**src/rtl/irq_fifo.sv**
```systemverilog
// Dual notification queue: one for completed data messages, one for interrupt packets.
// The receive unit pushes SPM addresses into them; the processor pops one entry per read.
module irq_fifo #(
    parameter  int DEPTH = 16,
    localparam int AW    = $clog2(DEPTH),
    localparam int CW    = AW + 1
) (
    input  logic          clk,
    input  logic          reset,
    input  logic [13:0]   irq_fifo_data,
    input  logic          irq_fifo_data_valid,
    input  logic          irq_fifo_irq_valid,
    input  logic          rd_en,
    input  logic          rd_sel,
    input  logic          ovf_clr,
    output logic [13:0]   rd_data,
    output logic          rd_valid,
    output logic          rd_empty,
    output logic          data_irq,
    output logic          irq_irq,
    output logic [CW-1:0] data_count,
    output logic [CW-1:0] irq_count,
    output logic          data_ovf,
    output logic          irq_ovf
);

    // Index 0 is the data queue, index 1 the irq queue (matches rd_sel encoding).
    logic [13:0]   mem  [2][DEPTH];
    logic [AW-1:0] wptr [2];
    logic [AW-1:0] rptr [2];
    logic [CW-1:0] cnt  [2];
    logic          ovf  [2];
    logic          push [2];
    logic          pop  [2];
    logic          acc  [2];

    // A full queue still accepts a push when the same cycle pops it.
    always_comb begin
        push[0] = irq_fifo_data_valid;
        push[1] = irq_fifo_irq_valid;
        for (int q = 0; q < 2; q++) begin
            pop[q] = rd_en && (rd_sel == 1'(q)) && (cnt[q] != '0);
            acc[q] = push[q] && ((cnt[q] != CW'(DEPTH)) || pop[q]);
        end
    end

    always_ff @(posedge clk) begin
        for (int q = 0; q < 2; q++) begin
            if (acc[q]) begin
                mem[q][wptr[q]] <= irq_fifo_data;
            end
        end
    end

    always_ff @(posedge clk or negedge reset) begin
        if (!reset) begin
            for (int q = 0; q < 2; q++) begin
                wptr[q] <= '0;
                rptr[q] <= '0;
                cnt[q]  <= '0;
                ovf[q]  <= 1'b0;
            end
            rd_data  <= '0;
            rd_valid <= 1'b0;
            rd_empty <= 1'b0;
        end else begin
            for (int q = 0; q < 2; q++) begin
                if (acc[q]) begin
                    wptr[q] <= wptr[q] + 1'b1;
                end
                if (pop[q]) begin
                    rptr[q] <= rptr[q] + 1'b1;
                end
                cnt[q] <= cnt[q] + CW'(acc[q]) - CW'(pop[q]);
                if (push[q] && !acc[q]) begin
                    ovf[q] <= 1'b1;
                end else if (ovf_clr) begin
                    ovf[q] <= 1'b0;
                end
            end
            rd_valid <= rd_en;
            if (rd_en) begin
                rd_empty <= !pop[rd_sel];
                rd_data  <= pop[rd_sel] ? mem[rd_sel][rptr[rd_sel]] : '0;
            end
        end
    end

    assign data_count = cnt[0];
    assign irq_count  = cnt[1];
    assign data_irq   = (cnt[0] != '0);
    assign irq_irq    = (cnt[1] != '0);
    assign data_ovf   = ovf[0];
    assign irq_ovf    = ovf[1];

endmodule

```
**config.mk**
```make
export PLATFORM = sky130hd
export DESIGN_NAME = irq_fifo
export DESIGN_NICKNAME = d
export VERILOG_FILES = /design/src/rtl/irq_fifo.sv
export SDC_FILE = /design/constraint.sdc
export NUM_CORES = 1
export LEC_CHECK = 0
export ABC_AREA = 1
export CAP_MARGIN = 20
export CORE_AREA = 2 2 190 211
export CTS_BUF_LIST = sky130_fd_sc_hd__clkbuf_4 sky130_fd_sc_hd__clkbuf_8
export CTS_CLUSTER_DIAMETER = 60
export DETAILED_ROUTE_END_ITERATION = 12
export DIE_AREA = 0 0 192 213
export PLACE_DENSITY = 0.68
export SLEW_MARGIN = 20
export SYNTH_ARGS = -nofsm -noshare
export SYNTH_HDL_FRONTEND = slang
export SYNTH_SLANG_ARGS = --single-unit
export TNS_END_PERCENT = 10
```
**constraint.sdc**
```tcl
create_clock -name clk -period 2.7 [get_ports clk]
set_input_delay 0.27 -clock clk [delete_from_list [all_inputs] [get_ports clk]]
set_output_delay 0.27 -clock clk [all_outputs]
set_load 0.01 [all_outputs]
```
== Word-level counts from Yosys, hierarchy flattened ==
Memory sizes are Yosys's and may differ from the RTL's.
Index checks and enable logic that the tools add are counted.
W data, S select, Z words.
Storage, ports and cells
  memories: 1
  logic and storage cells: 73
  input port bits: 21
  bits in latches: 0
  bits in read-only memories: 0
  flip-flop bits (word level): 44
  output and inout bits: 30
  memory bits (writable): 448
Cells by class
  div/mod/pow operators: 0
  shifts and indexed selects: 0
  $lt $le $gt $ge: 6
  multiplexer cells: 21
  eq/ne operators: 2
  add/sub/neg operators: 8
  multiply operators: 0
  bitwise gates (word level): 5
  reduce and logical (&&, ||, !) cells: 19
Memories
  mem: words 2, bits a word 224, read ports 1, clocked after memory_dff 0, wr ports 2, line 28  | logic [13:0] mem [2][DEPTH];
Operators with widths (count)
  $mux W224: 2
  $demux W14 S4: 2
  $mux W14: 5
  $bmux W14 S4: 1
  $add A4 B1 Y4 const B: 4
  $ge A5 B5 Y1 const B: 3
  $not A4 Y5: 3
  $mux W4: 3
  $add A5 B1 Y5: 2
  $logic_and A1 B1 Y1: 10
  $lt A5 B1 Y1 const B: 2
  $ne A5 B5 Y1 const B: 2
  $reduce_bool A5 Y1: 2
  $sub A5 B1 Y5: 2
  $mux W1: 8
  $reduce_bool A2 Y1: 2
  $logic_not A1 Y1: 3
  $ge A2 B2 Y1 const B: 1
  $logic_or A1 B1 Y1: 2
  $not A1 Y2: 1
  $not A1 Y1: 1

== Longest topological paths before layout ==
  word-level depth: 9
  depth in mapped cells: 16
  mapped depth without buffers: 16

== Least setup slack after synthesis ==
OpenSTA, ideal clock, no wires.
  kind: reg2reg
  start point: register cnt (netlist bit data_count[2])
  end point: register cnt (netlist bit data_count[4])
  arrival: 2.496 ns
  data required time: 2.572 ns
  clock period less this slack: 2.624 ns
  path buffers: 0
  slack: 0.076 ns
  cell stages (with the launch flop): 17
  cells stage by stage: dfrtp_1 inv_1 ha_1 nand2_1 nor2_1 nand2_1 nand3_4 nand3_1 nand2_2 ha_1 inv_1 ha_1 inv_1 fa_1 o21ai_0 a21oi_1 xor2_1
On the way
  cells in the longest elaborated chain, start to end: 6
Ends and longest elaborated chain
  start: declaration: line 31  | logic [CW-1:0] cnt [2];
  start signal: indexed assignment: line 74  | cnt[q] <= cnt[q] + CW'(acc[q]) - CW'(pop[q]);
  $reduce_bool A5 Y1 (*)
  net data_irq: line 19  | output logic data_irq,
  $logic_and A1 B1 Y1 (*): line 42  | pop[q] = rd_en && (rd_sel == 1'(q)) && (cnt[q] != '0);
  $logic_or A1 B1 Y1: line 43  | acc[q] = push[q] && ((cnt[q] != CW'(DEPTH)) || pop[q]);
  $logic_and A1 B1 Y1: line 43
  $add A5 B1 Y5: line 74
  $sub A5 B1 Y5 (*): line 74
The timed path passes the listed nets; every way through them passes the cells marked *.
A chain may end at the register's enable or synchronous reset.

== Worst setup path after layout ==
  start point: register cnt (netlist bit irq_count[3])
  end point: register cnt (netlist bit irq_count[4])
On the way
  cells in the longest elaborated chain, start to end: 6
Ends and longest elaborated chain (line)
  $reduce_bool A5 Y1: 42
  $logic_and A1 B1 Y1: 42
  $logic_or A1 B1 Y1: 43
  $logic_and A1 B1 Y1: 43
  $add A5 B1 Y5: 74
  $sub A5 B1 Y5 (*): 74
Mark *: on every way between the ends. The rest lies on a longest branch, timed or not.

==> impl_results.md <==
- Reg-to-reg slack, setup: 180 ps
- Synth Instances: 1,881
- DP Worst Slack: -63.1 ps
- Reg2Reg Capture Point: irq_count[4]
- Crit path DAT: 3010 ps
- Cell count of the worst reg-to-reg path: 14
- Fin cells: 2,557
- DRC Markers: 0
- Final wirelength: 50,200 um
- Crit share post-route: 93.2%
- Power density cells: 933 nW/um2
- Most used DFF post-synth: edfxtp_1
- DP HPWL: 28,800 um
- Max cap viols: 0
- Post-synthesis cell type count: 25
- Worst Tran Pin Value: 713 ps
- Initial Util: 53.2%
- WHS: 197 ps
- DR vias: 13,800
- Clock Latency Late Sink: 630 ps
- # diodes: 0
- Largest net degree at the start of global routing: 146
- Hold/Removal Path Class: primary input to flip-flop
- Ports: 51
- # clock sinks: 492
- Die extent in x: 192 um
- Vias per std cell: 5.41
- Max-slew violations: 0
- Antenna violations before repair: 0
- CP Launch Point: irq_count[3]
- Placed inst area: 22,000 um2
- Global route total overflow: 0
- Cell row count: 76
- Final core utilization: 60.9%
- Vert. Die Dim: 213 um
- Vias in the first global route: 13,500
- Setup Skew: 29.4 ps
- Worst path required time: 3190 ps
- Sequential area share after synthesis: 70.5%
- Worst VDD drop: 0.718 mV
- Clock slew at reported path FFs: 60 ps
- Area Growth Syn to Fin: 14.5%
- Async SR Flop Fraction: 8.94%
- Post-Syn Area: 20,600 um2
- Final setup vio count: 0
- Layout fillers: 3,137
- CTS tree: done
- Number of buffers created by CTS: 80
- Syn nets: 1,926
- Relative slew slack: 52.5%
- Final hold violation count: 0
- Die ar.: 40,900 um2
- Nature of the critical path startpoint: flip-flop
- EDFF count, synth: 448
- Pre-antenna DRT Iters: 7
- Critical path class: flip-flop to flip-flop
- Htree depth: 3
- Worst R2R Start: irq_count[3]
- Fmax: 397 MHz
- First-pass GRT wire length: 76,400 um
- Layout cells sized above 1: 10.7%
- DR WL/cell: 19.6 um
- Final worst slack: 184 ps
- Dpl cells: 2,416
- Fin crit period: 2520 ps
- Clock root buffer: clkbuf_8
- Setup Buffers After CTS: 0
- GPL Wtd Cong: 0.867
- Crit end category: flip-flop
- IO buf count: 50
- DRT iter0 DRCs: 1,441
- Leak: 9.47 nW
- Crit path max fanout: 3
- Final instance area: 23,600 um2
- Gr usage total: 25.2%
- Core Area: 38,800 um2
- Final net count: 2,037
- Crit path to: irq_count[4]
- Avg Inst Size Synth: 11.0 um2
- Antenna violation net count after detailed routing: 0
- Max clock buf depth: 3
- #FFs+latches synth: 492
- Status: finished, final reports clean
- Ys Warns: 0
## flip-flops by register name (all words and copies together), names as in the netlist
| signal | flops |
|---|---|
| mem | 448 |
| rd_data | 14 |
| rptr | 8 |
| wptr | 8 |
| data_count | 5 |
| irq_count | 5 |
| data_ovf | 1 |
| irq_ovf | 1 |
| rd_empty | 1 |
| rd_valid | 1 |
## area by class of cell
type | instances | area [um2] | area share, %
multi-input combinational | 1241 | 5390 | 22.8
clock inverter | 17 | 104 | 0.439
inverter | 52 | 200 | 0.847
timing repair buffer | 125 | 1280 | 5.40
tap | 507 | 634 | 2.68
clock buffer | 123 | 1480 | 6.26
sequential | 492 | 14600 | 61.6
## worst max-delay path: stages, from the launching register on
cell     delay (ps)
dfrtp_1         400
inv_1            90
ha_1            140
nor3b_2         200
nand2_1         100
nand2_1          90
inv_1            50
ha_1            260
inv_1            50
ha_1            150
inv_1            60
fa_1            410
o21ai_1         160
a21oi_1          90
xor2_1          140
## layout by cell type, fill, tap and decap left out
cell type,Yosys,routed
edfxtp_1,448,448
dlygate4sd3_1,0,1
buf_12,0,17
nor2_2,0,1
nand3_4,1,1
o21ai_1,6,7
nand2_4,0,2
fa_1,2,1
clkbuf_4,0,34
o21ai_0,8,6
clkinv_1,0,10
xor2_1,16,16
nand3_1,252,252
buf_4,15,58
inv_6,0,1
clkdlybuf4s50_1,0,48
nand4_1,1,1
buf_6,7,1
a21oi_1,4,4
clkbuf_8,0,89
fa_2,0,1
nand2_2,2,2
clkinv_2,0,5
clkinvlp_4,0,2
xnor2_1,4,4
dfrtp_1,44,44
nor4_1,1,1
bufinv_16,0,1
nand2_1,873,871
o22ai_1,2,2
ha_1,22,22
inv_2,4,3
o21ai_4,0,1
nor2_1,46,45
inv_1,48,47
nor3b_2,0,1
## report_power, final
| group | internal (W) | total [W] | switching, W |
|---|---|---|---|
| logic | 0.00196 | 0.00600 | 0.00404 |
| registers | 0.00932 | 0.00969 | 0.000375 |
| clock network | 0.00356 | 0.00638 | 0.00281 |
## through the flow
stage                     TNS, ps  total power (W)
after floorplan                 0           0.0132
after global routing        -12.3           0.0231
final                           0           0.0221
after detailed placement     -101           0.0158
after CTS                       0           0.0222
after global placement          0           0.0157
## routing by layer
metal  routed length, um  track usage, %  vias to the layer above
li1                    -               -                     6535
met1               20500            33.4                     6666
met2               24600            40.7                      515
met3                3230            4.40                      110
met4                1890            11.9                        0
met5                   0               0                        -
## cell usage after synthesis, drive strengths merged (4+ instances only)
master	number	area share (%)
o21ai	14	0.34
edfxtp	448	65
nand3	253	6.2
xor2	16	0.68
a21oi	4	0.097
nor2	46	0.84
dfrtp	44	5.3
inv	52	0.95
buf	81	2.4
ha	22	1.3
clkbuf	15	0.27
xnor2	4	0.17
nand2	875	16
## worst min-delay path by stage
stage | startpoint | endpoint | slack [ps] | depth (start not counted)
2_1_floorplan | reset | data_count[0] | -30 | 0
3_3_place_gp | rptr[3] | rptr[3] | 460 | 1
3_5_place_dp | rptr[6] | rptr[6] | 460 | 1
4_1_cts | rd_sel | irq_ovf | 160 | 4
5_1_grt | rd_sel | irq_ovf | 230 | 4
6_report | rd_sel | irq_ovf | 200 | 4
## cell families (layout without fill, tap and decap cells)
group / Yosys count / in the layout / synth area share, %
AOI/OAI and AO/OA: 20 / 20 / 0.497
adders and majority gates: 24 / 24 / 1.53
buffers and inverters: 148 / 317 / 3.57
and+or+nand+nor: 1177 / 1177 / 23.1
xor gates and xnor gates: 20 / 20 / 0.848
DFF: 492 / 492 / 70.5
## what timing repair did
item | in CTS | in global routing
hold endpoints to repair | 44 | 0
resized for setup | 0 | 6
setup endpoints to repair | 0 | 3
hold buffers | 1 | 0
(Power assumes the default switching activity.)
